`config.mk`:
```
export PLATFORM = sky130hd
export DESIGN_NAME = me_ctu_scheduler_flat
export DESIGN_NICKNAME = d
export VERILOG_FILES = /design/src/rtl/me_ctu_if.sv /design/src/rtl/me_ctu_scheduler.sv /design/src/flat_wrapper.sv
export SDC_FILE = /design/constraint.sdc
export NUM_CORES = 1
export LEC_CHECK = 0
export CAP_MARGIN = 15
export CORE_MARGIN = 2
export CORE_UTILIZATION = 40
export CTS_CLUSTER_SIZE = 14
export DETAILED_ROUTE_END_ITERATION = 12
export SLEW_MARGIN = 20
export SYNTH_ARGS = -nofsm -noshare
export SYNTH_HDL_FRONTEND = slang
export SYNTH_SLANG_ARGS = --single-unit
```
`constraint.sdc`:
```
create_clock -name clk -period 2.4 [get_ports clk]
set_input_delay 0.24 -clock clk [delete_from_list [all_inputs] [get_ports clk]]
set_output_delay 0.24 -clock clk [all_outputs]
set_load 0.1 [all_outputs]
```
`src/rtl/me_ctu_if.sv`:
```
// Handshake bundle between the CTU scheduler (master) and the frame control,
// load, PE-array and write-back side (slave).
interface me_ctu_if #(
    parameter int unsigned COORD_W = 8
);
    logic               frame_start;
    logic               cur_load_req;
    logic               cur_load_ack;
    logic               begin_prepare;
    logic               search_done;
    logic               res_valid;
    logic               res_ready;
    logic               res_timeout;
    logic [COORD_W-1:0] ctu_x;
    logic [COORD_W-1:0] ctu_y;
    logic               frame_busy;
    logic               frame_done;

    modport master (
        input  frame_start, cur_load_ack, search_done, res_ready,
        output cur_load_req, begin_prepare, res_valid, res_timeout,
        output ctu_x, ctu_y, frame_busy, frame_done
    );

    modport slave (
        output frame_start, cur_load_ack, search_done, res_ready,
        input  cur_load_req, begin_prepare, res_valid, res_timeout,
        input  ctu_x, ctu_y, frame_busy, frame_done
    );
endinterface

```
`src/rtl/me_ctu_scheduler.sv`:
```
// Raster-order CTU sequencer: load, prepare, search, write-back per CTU over one frame.
// Define ME_WATCHDOG_EN to bound SEARCH by TIMEOUT_CYC cycles (result flagged res_timeout).
module me_ctu_scheduler #(
    parameter int unsigned FRAME_W_CTU = 30,
    parameter int unsigned FRAME_H_CTU = 17,
    parameter int unsigned COORD_W     = 8,
    parameter int unsigned TIMEOUT_CYC = 4096
) (
    input logic      clk,
    input logic      rst,
    me_ctu_if.master bus
);
    typedef enum logic [2:0] {
        StIdle, StLoad, StStart, StSearch, StWb, StAdv, StDone
    } state_e;

    localparam logic [COORD_W-1:0] LastX = COORD_W'(FRAME_W_CTU - 1);
    localparam logic [COORD_W-1:0] LastY = COORD_W'(FRAME_H_CTU - 1);

    if (FRAME_W_CTU < 1 || FRAME_H_CTU < 1 || TIMEOUT_CYC < 1 ||
        $clog2(FRAME_W_CTU) > COORD_W || $clog2(FRAME_H_CTU) > COORD_W) begin : g_bad_param
        $error("me_ctu_scheduler: illegal parameter set");
    end

    state_e             state_q, state_d;
    logic [COORD_W-1:0] ctu_x_q, ctu_x_d;
    logic [COORD_W-1:0] ctu_y_q, ctu_y_d;
    logic               cur_load_req_q, cur_load_req_d;
    logic               begin_prepare_q, begin_prepare_d;
    logic               res_valid_q, res_valid_d;
    logic               res_timeout_q, res_timeout_d;
    logic               frame_busy_q, frame_busy_d;
    logic               frame_done_q, frame_done_d;
    logic               timeout_hit;

`ifdef ME_WATCHDOG_EN
    localparam int unsigned WdW = $clog2(TIMEOUT_CYC + 1);
    logic [WdW-1:0] wd_cnt_q, wd_cnt_d;

    // Counter holds (SEARCH cycles elapsed - 1), so the hit lands on cycle TIMEOUT_CYC.
    assign timeout_hit = (wd_cnt_q == WdW'(TIMEOUT_CYC - 1));
    assign wd_cnt_d    = (state_q == StSearch && state_d == StSearch) ? wd_cnt_q + WdW'(1) : '0;

    always_ff @(posedge clk) begin
        if (rst) wd_cnt_q <= '0;
        else     wd_cnt_q <= wd_cnt_d;
    end
`else
    assign timeout_hit = 1'b0;
`endif

    always_comb begin
        state_d = state_q;
        ctu_x_d = ctu_x_q;
        ctu_y_d = ctu_y_q;
        unique case (state_q)
            StIdle: begin
                if (bus.frame_start) begin
                    state_d = StLoad;
                    ctu_x_d = '0;
                    ctu_y_d = '0;
                end
            end
            StLoad:   if (bus.cur_load_ack) state_d = StStart;
            StStart:  state_d = StSearch;
            StSearch: if (bus.search_done || timeout_hit) state_d = StWb;
            StWb:     if (res_valid_q && bus.res_ready) state_d = StAdv;
            StAdv: begin
                if (ctu_x_q != LastX) begin
                    ctu_x_d = ctu_x_q + COORD_W'(1);
                    state_d = StLoad;
                end else if (ctu_y_q != LastY) begin
                    ctu_x_d = '0;
                    ctu_y_d = ctu_y_q + COORD_W'(1);
                    state_d = StLoad;
                end else begin
                    // Last CTU: coordinates stay on it through DONE.
                    state_d = StDone;
                end
            end
            StDone:   state_d = StIdle;
            default:  state_d = StIdle;
        endcase

        cur_load_req_d  = (state_d == StLoad);
        begin_prepare_d = (state_d == StStart);
        res_valid_d     = (state_d == StWb);
        frame_busy_d    = (state_d != StIdle);
        frame_done_d    = (state_d == StDone);
        // Timeout flag latched on SEARCH exit; search_done has priority over the watchdog.
        res_timeout_d   = (state_d == StWb) &&
                          ((state_q == StWb) ? res_timeout_q : !bus.search_done && timeout_hit);
    end

    always_ff @(posedge clk) begin
        if (rst) begin
            state_q         <= StIdle;
            ctu_x_q         <= '0;
            ctu_y_q         <= '0;
            cur_load_req_q  <= 1'b0;
            begin_prepare_q <= 1'b0;
            res_valid_q     <= 1'b0;
            res_timeout_q   <= 1'b0;
            frame_busy_q    <= 1'b0;
            frame_done_q    <= 1'b0;
        end else begin
            state_q         <= state_d;
            ctu_x_q         <= ctu_x_d;
            ctu_y_q         <= ctu_y_d;
            cur_load_req_q  <= cur_load_req_d;
            begin_prepare_q <= begin_prepare_d;
            res_valid_q     <= res_valid_d;
            res_timeout_q   <= res_timeout_d;
            frame_busy_q    <= frame_busy_d;
            frame_done_q    <= frame_done_d;
        end
    end

    assign bus.cur_load_req  = cur_load_req_q;
    assign bus.begin_prepare = begin_prepare_q;
    assign bus.res_valid     = res_valid_q;
    assign bus.res_timeout   = res_timeout_q;
    assign bus.ctu_x         = ctu_x_q;
    assign bus.ctu_y         = ctu_y_q;
    assign bus.frame_busy    = frame_busy_q;
    assign bus.frame_done    = frame_done_q;
endmodule

```
`src/flat_wrapper.sv`:
```
// flat-port wrapper written by rule: the top's interface ports become plain ports
module me_ctu_scheduler_flat 
#(
    parameter int unsigned FRAME_W_CTU = 30,
    parameter int unsigned FRAME_H_CTU = 17,
    parameter int unsigned COORD_W     = 8,
    parameter int unsigned TIMEOUT_CYC = 4096
)
  (clk, rst, bus_frame_start, bus_cur_load_ack, bus_search_done, bus_res_ready, bus_cur_load_req, bus_begin_prepare, bus_res_valid, bus_res_timeout, bus_ctu_x, bus_ctu_y, bus_frame_busy, bus_frame_done);
  me_ctu_if #(.COORD_W(COORD_W)) bus_i ();
  input logic clk;
  input logic rst;
  input wire logic [$bits(bus_i.frame_start)-1:0] bus_frame_start;
  input wire logic [$bits(bus_i.cur_load_ack)-1:0] bus_cur_load_ack;
  input wire logic [$bits(bus_i.search_done)-1:0] bus_search_done;
  input wire logic [$bits(bus_i.res_ready)-1:0] bus_res_ready;
  output wire logic [$bits(bus_i.cur_load_req)-1:0] bus_cur_load_req;
  output wire logic [$bits(bus_i.begin_prepare)-1:0] bus_begin_prepare;
  output wire logic [$bits(bus_i.res_valid)-1:0] bus_res_valid;
  output wire logic [$bits(bus_i.res_timeout)-1:0] bus_res_timeout;
  output wire logic [$bits(bus_i.ctu_x)-1:0] bus_ctu_x;
  output wire logic [$bits(bus_i.ctu_y)-1:0] bus_ctu_y;
  output wire logic [$bits(bus_i.frame_busy)-1:0] bus_frame_busy;
  output wire logic [$bits(bus_i.frame_done)-1:0] bus_frame_done;
  assign bus_i.frame_start = bus_frame_start;
  assign bus_i.cur_load_ack = bus_cur_load_ack;
  assign bus_i.search_done = bus_search_done;
  assign bus_i.res_ready = bus_res_ready;
  assign bus_cur_load_req = bus_i.cur_load_req;
  assign bus_begin_prepare = bus_i.begin_prepare;
  assign bus_res_valid = bus_i.res_valid;
  assign bus_res_timeout = bus_i.res_timeout;
  assign bus_ctu_x = bus_i.ctu_x;
  assign bus_ctu_y = bus_i.ctu_y;
  assign bus_frame_busy = bus_i.frame_busy;
  assign bus_frame_done = bus_i.frame_done;
  me_ctu_scheduler #(.FRAME_W_CTU(FRAME_W_CTU), .FRAME_H_CTU(FRAME_H_CTU), .COORD_W(COORD_W), .TIMEOUT_CYC(TIMEOUT_CYC)) u_core (.clk(clk), .rst(rst), .bus(bus_i));
endmodule
```
==> metrics.csv <==
stage;metric;value;unit
cells_and_area;layout net count;201;
outcome;status;finished, final reports clean;
drt;first-pass iteration count of the detailed router;4;
pwr;combinational power share;0.162;
clock_network;clock sinks;25;
pwr;net switching power;214.1;uW
synthesis;async set-or-reset flop fraction in the synthesized netlist;0;
cells_and_area;Post-Layout Cell Count;236;
sta;Max Clk Rate;0.5182;GHz
clock_network;clock buffer depth;2;
synthesis;syn_area_per_cell;8.698;um^2
clock_network;clock buffer count from CTS;3;
setup_path;CP Data Arrival Time;2180;ps
setup_path;Startpoint Class;flop;
sta;Worst Skew;14.39;ps
synthesis;#FFs+latches synth;25;
grt;first-pass GRT wire length;6030;um
placed_design;IO Port Bufs;27;
pwr;switching share of power;0.2874;
synthesis;post-synthesis sequential area ratio;0.3466;
clock_network;hold buffer count at CTS;0;
setup_path;CP Launch Point;u_core.bus.ctu_y[0];
setup_path;Setup CP Type;reg -> reg;
drt;Post-route DRC;0;
floorplan;Core Box Area;0.003390;mm^2
clock_network;Resize count post-CTS;0;
floorplan;chip height;64.08;um
synthesis;Syn. warnings;0;
setup_path;crit path max fanout;8;
drt;Via density;5.627;
placed_design;hpwl dp;2556;um
sta;RSZ-0062 raised after global routing;false;
placed_design;gpl congestion;0.8215;
pwr;sequential power share;0.581;
floorplan;Die W;64.08;um
sta;Slew headroom;0.7067;
synthesis;Synth area leaders;dfxtp_1, a21oi_1, ha_1, mux2i_1, nand3_1;
floorplan;die area;0.004106;mm^2
sta;worst slew pin tran;433.8;ps
cells_and_area;layout cells sized above 1;0.2316;
pwr;Leak;0.0006425;uW
grt;antenna violations before repair;0;
sta;setup TNS;0;ps
synthesis;syn nets;176;
synthesis;count leader, synth;dfxtp_1;
drt;Wirelength per Cell;14.36;um
sta;Final setup viols;0;
placed_design;Cell Count Post-Placement;232;
synthesis;predominant post-synthesis flop cell;dfxtp_1;
sta;Hold Vio Cnt, Final;0;
synthesis;Post-synth EDFFs;0;
clock_network;CTS root buffer;clkbuf_4;
cells_and_area;design area;0.001715;mm^2
sta;final cycle utilization of the critical path;0.8040;
floorplan;FP Rows;21;
synthesis;Synth Cell Area;0.001444;mm^2
clock_network;CTS H-Tree Depth;1;
clock_network;clk_lat worst skew;320;ps
drt;DR vias;1328;
pwr;total power;745.0;uW
grt;number of global-route vias before repair;1307;
pwr;Int Power;530.9;uW
synthesis;synthesized instance count;166;
drt;ANT nets after route;0;
grt;total gr overflow;0;
setup_path;Reg2Reg Launch Point;u_core.bus.ctu_y[0];
pwr;peak supply drop;0.4443;mV
setup_path;Critical Path RT;2650;ps
synthesis;top-area cell type share of the netlist area;0.3466;
cells_and_area;# fillers;333;
drt;total wire length;3388;um
synthesis;Synth top cells by count;dfxtp_1, a21oi_1, nand2_1, nand3_1, nor2_1;
placed_design;Area after DPL;0.001689;mm^2
grt;maximum number of pins on one net before global-route repair;16;
hold_path;Hold Crit Start;u_core.bus.ctu_y[1];
job;max-cap viol count;0;
sta;Final Critical Period;1930;ps
clock_network;Setup Buffers After CTS;0;
clock_network;Clock transition at path regs;140;ps
floorplan;Top Ports;28;
synthesis;Unique masters post-synth;53;
floorplan;Starting Density;0.4260;
pwr;clock power share;0.257;
hold_path;worst hold path class;reg -> reg;
grt;total track usage;0.1815;
cells_and_area;Inserted Diodes;0;
sta;fin. max-slew vios;0;
drt;1st-iter DRT viols;68;
cells_and_area;Area growth syn-to-layout;18.80;%
pwr;pwr dens;434.3;mW/mm^2
synthesis;cell taking the most area after synthesis;dfxtp_1;
setup_path;Setup crit end kind;flop;
clock_network;CTS tree;done;
stage by stage:
step	hold WS, ps	util	setup slack (ps)
after floorplan	423.2	-	43.99
after global placement	493.1	0.4983	503.3
after detailed placement	510.6	0.4983	501.2
after CTS	529.2	0.5061	469.2
after global routing	550.0	0.5061	295.4
final	526.0	0.5061	470.4
power by group through the flow:
stage | Clock, uW | Combinational (uW) | Sequential, uW
floorplan | 0 | 60.9 | 473
global placement | 0 | 121 | 442
detailed placement | 0 | 121 | 442
CTS | 201 | 122 | 433
global route | 218 | 130 | 435
finish | 192 | 121 | 433
cell usage in the layout, fill, tap and decap left out, types with 3 or more instances in the layout:
cell	instances
nand2b_1	4
a21oi_1	12
nand4_1	3
nor2_1	10
or3_1	3
dfxtp_1	21
o31ai_1	3
and3_1	3
or4_1	4
buf_4	25
nand2_1	12
ha_1	4
o211ai_1	4
inv_1	5
mux2i_1	5
dfxtp_2	4
o21ai_0	8
nand3_1	10
clkdlybuf4s50_1	5
clkbuf_4	3
worst max-delay path: stages, from the launching register on:
cell and delay (ps):
dfxtp_2 380, inv_1 80, ha_1 140, nor4b_1 360, and4_1 460, o221a_2 290, nor3b_2 160
final timing paths:
check / to / slack (ps) / cells after the start
setup reg to reg: u_core.bus.res_valid / 470 / 6
hold / removal: u_core.bus.ctu_y[1] / 530 / 2
setup / recovery: u_core.bus.res_valid / 470 / 6
hold reg to reg: u_core.bus.ctu_y[1] / 530 / 2
metal layers:
| metal | share of wire | global-route usage |
|---|---|---|
| met1 | 0.49 | 0.2563 |
| met2 | 0.47 | 0.2839 |
| met3 | 0.039 | 0.03873 |
| met4 | 0.0053 | 0.03804 |
| met5 | 0 | 0 |
cells by family (layout without fill, tap and decap cells):
family,Yosys count,after routing,share of synthesized area
buf+inv,15,39,0.05113
fa+ha+maj,4,4,0.03466
compound gates,41,41,0.1898
flops,25,25,0.3466
simple gates,73,73,0.3250
xor+xnor,3,3,0.01820
mux,5,5,0.03466
area by class of cell:
cell class / count / area [um^2] / area share
clock buffers: 4 / 26.28 / 0.01532
multi-input cells: 126 / 869.6 / 0.5069
repair buffers: 30 / 237.7 / 0.1386
well taps: 46 / 57.56 / 0.03355
flip-flops and latches: 25 / 505.5 / 0.2947
inverters: 5 / 18.77 / 0.01094
(Power assumes the default switching activity.)
==> RTL edit: new RTL, config.mk and constraints unchanged <==
The option `ME_WATCHDOG_EN` is turned on by a define.
--- a/src/rtl/me_ctu_scheduler.sv
+++ b/src/rtl/me_ctu_scheduler.sv
@@ -1,5 +1,7 @@
 // Raster-order CTU sequencer: load, prepare, search, write-back per CTU over one frame.
 // Define ME_WATCHDOG_EN to bound SEARCH by TIMEOUT_CYC cycles (result flagged res_timeout).
+`define ME_WATCHDOG_EN
+
 module me_ctu_scheduler #(
     parameter int unsigned FRAME_W_CTU = 30,
     parameter int unsigned FRAME_H_CTU = 17,
Formal check against the unedited RTL: same outputs for any inputs over 10 cycles, from zero or initial values and one cycle with rst high; that may be too few to reach the edited logic, so the function may still have changed.
==> RTL edit against the original RTL <==
  * Cell count increased by 35%
  * Worst setup slack worse by 0.071 ns
  * Total power up 98%
  * Final area increased by 40%
  * Global-route usage decreased by 0.37 points
  * Hold slack got worse by 0.066 ns
  * Routed wire length rose by 36%
  * Area after synthesis grew 40%
  * Sequential cell count increased by 13
  * Sequential power rose by 52%
  * Critical endpoint is now u_core.bus.ctu_y[3]$_SDFFE_PP0P_
  * Highest routed layer unchanged
==> RTL edit: results (changes against the original RTL) <==
{
  "run_status": {
    "outcome": {"value": "complete, no violations", "change": "unchanged"}
  },
  "synth": {
    "netlist_top_cells_count": {"value": "dfxtp_1, nor2_1, nand3_1, a21oi_1, nand2_1", "change": "was dfxtp_1, a21oi_1, nand2_1, nand3_1, nor2_1"},
    "synth-compound-area-share": {"value": 14.0, "unit": "%", "change": "was 19.0%"},
    "post_synth_num_cell_types": {"value": 50, "change": "was 53"},
    "ys_seq_area_share": {"value": 37.7, "unit": "%", "change": "was 34.7%"},
    "yosys.area_share.adder": {"value": 3.10, "unit": "%", "change": "was 3.47%"},
    "synth.mux.area_fraction": {"value": 2.48, "unit": "%", "change": "was 3.47%"},
    "synth_xor_area_share": {"value": 5.21, "unit": "%", "change": "was 1.82%"}
  },
  "worst_setup_path": {
    "crit_path_max_fanout": {"value": 15, "change": "was 8"},
    "critical_path_arrival": {"value": 2.24, "unit": "ns", "change": "was 2.18 ns"},
    "max_stage_delay": {"value": 0.57, "unit": "ns", "change": "was 0.46 ns"}
  },
  "final_layout": {
    "drive_gt1_share": {"value": 17.5, "unit": "%", "change": "was 23.2%"},
    "final_nets": {"value": 262, "change": "was 201"}
  },
  "global_routing": {
    "grt_use_total": {"value": 17.8, "unit": "%", "change": "was 18.1%"},
    "grt_first_pass_wirelength": {"value": 7570, "unit": "um", "change": "was 6030 um"}
  },
  "timing": {
    "actual_transition_at_the_worst_max_transition_pin": {"value": 0.653, "unit": "ns", "change": "was 0.434 ns"}
  },
  "cts": {
    "cts-buffers-inserted": {"value": 5, "change": "was 3"},
    "clk_latency": {"value": 0.30, "unit": "ns", "change": "was 0.32 ns"},
    "cts.htree.levels": {"value": 2, "change": "was 1"}
  },
  "place": {
    "dp_hpwl": {"value": 3190, "unit": "um", "change": "was 2560 um"},
    "dp_worst_setup_slack": {"value": 0.394, "unit": "ns", "change": "was 0.501 ns"},
    "finalWeightedCongestion": {"value": 0.762, "change": "was 0.822"}
  },
  "power": {
    "irDropWorstVdd": {"value": 0.370, "unit": "mV", "change": "was 0.444 mV"},
    "power.switching": {"value": 0.000361, "unit": "W", "change": "was 0.000214 W"},
    "power_leakage": {"value": 0.856, "unit": "nW", "change": "was 0.643 nW"}
  },
  "drt": {
    "routed_wl": {"value": 4620, "unit": "um", "change": "was 3390 um"}
  }
}
[RTL edit: through the flow]
step                total power (W)  instances  util, %  cell area, um2
CTS                         0.00148        319     50.2            2400
detailed placement         0.000820        311     47.3            2260
floorplan                  0.000785        228        -            2020
finish                      0.00147        319     50.2            2400
global route                0.00152        319     50.2            2400
global placement           0.000820        311     47.3            2260
[RTL edit: final cells by class]
class / instances / area [um2]
timing repair buffer: 29 / 230
sequential: 38 / 764
inverter: 7 / 26.3
fill: 471 / 2380
clock inverter: 3 / 68.8
tap: 67 / 83.8
multi-input combinational: 170 / 1160
clock buffer: 5 / 68.8
[RTL edit: path summary, 6_finish.rpt]
check                                                   endpoint                           from  slack, ns  depth (start not counted)
worst min-delay path               u_core.wd_cnt_q[0]$_SDFF_PP0_  u_core.wd_cnt_q[0]$_SDFF_PP0_       0.46                          1
worst max register to register  u_core.bus.ctu_y[3]$_SDFFE_PP0P_   u_core.state_q[0]$_SDFF_PP0_       0.40                          4
worst max-delay path            u_core.bus.ctu_y[3]$_SDFFE_PP0P_   u_core.state_q[0]$_SDFF_PP0_       0.40                          4
worst min register to register     u_core.wd_cnt_q[0]$_SDFF_PP0_  u_core.wd_cnt_q[0]$_SDFF_PP0_       0.46                          1
[RTL edit: cells by family (layout without fill, tap and decap cells)]
kind of cell | Yosys count | count (layout)
adders and majority gates | 5 | 5
muxes | 5 | 5
buffers and inverters | 20 | 44
DFF | 38 | 38
AOI/OAI and AO/OA | 43 | 43
and+or+nand+nor | 105 | 105
xor gates and xnor gates | 12 | 12
[RTL edit: power groups by stage]
stage | Sequential, W | Combinational (W) | Clock [W]
after floorplan | 0.000707 | 0.0000775 | 0
after global placement | 0.000671 | 0.000148 | 0
after detailed placement | 0.000671 | 0.000149 | 0
after CTS | 0.000656 | 0.000149 | 0.000679
after global routing | 0.000658 | 0.000158 | 0.000708
final | 0.000657 | 0.000149 | 0.000666
[RTL edit: per-layer routing]
layer  track usage (%)  vias to the layer above  share of wire (%)
met2              26.3                       41                 43
met1              24.7                      840                 50
met5                 0                        -                  0
met3              4.69                        5                4.9
li1                  -                      891                  -
met4              6.94                        0                1.3
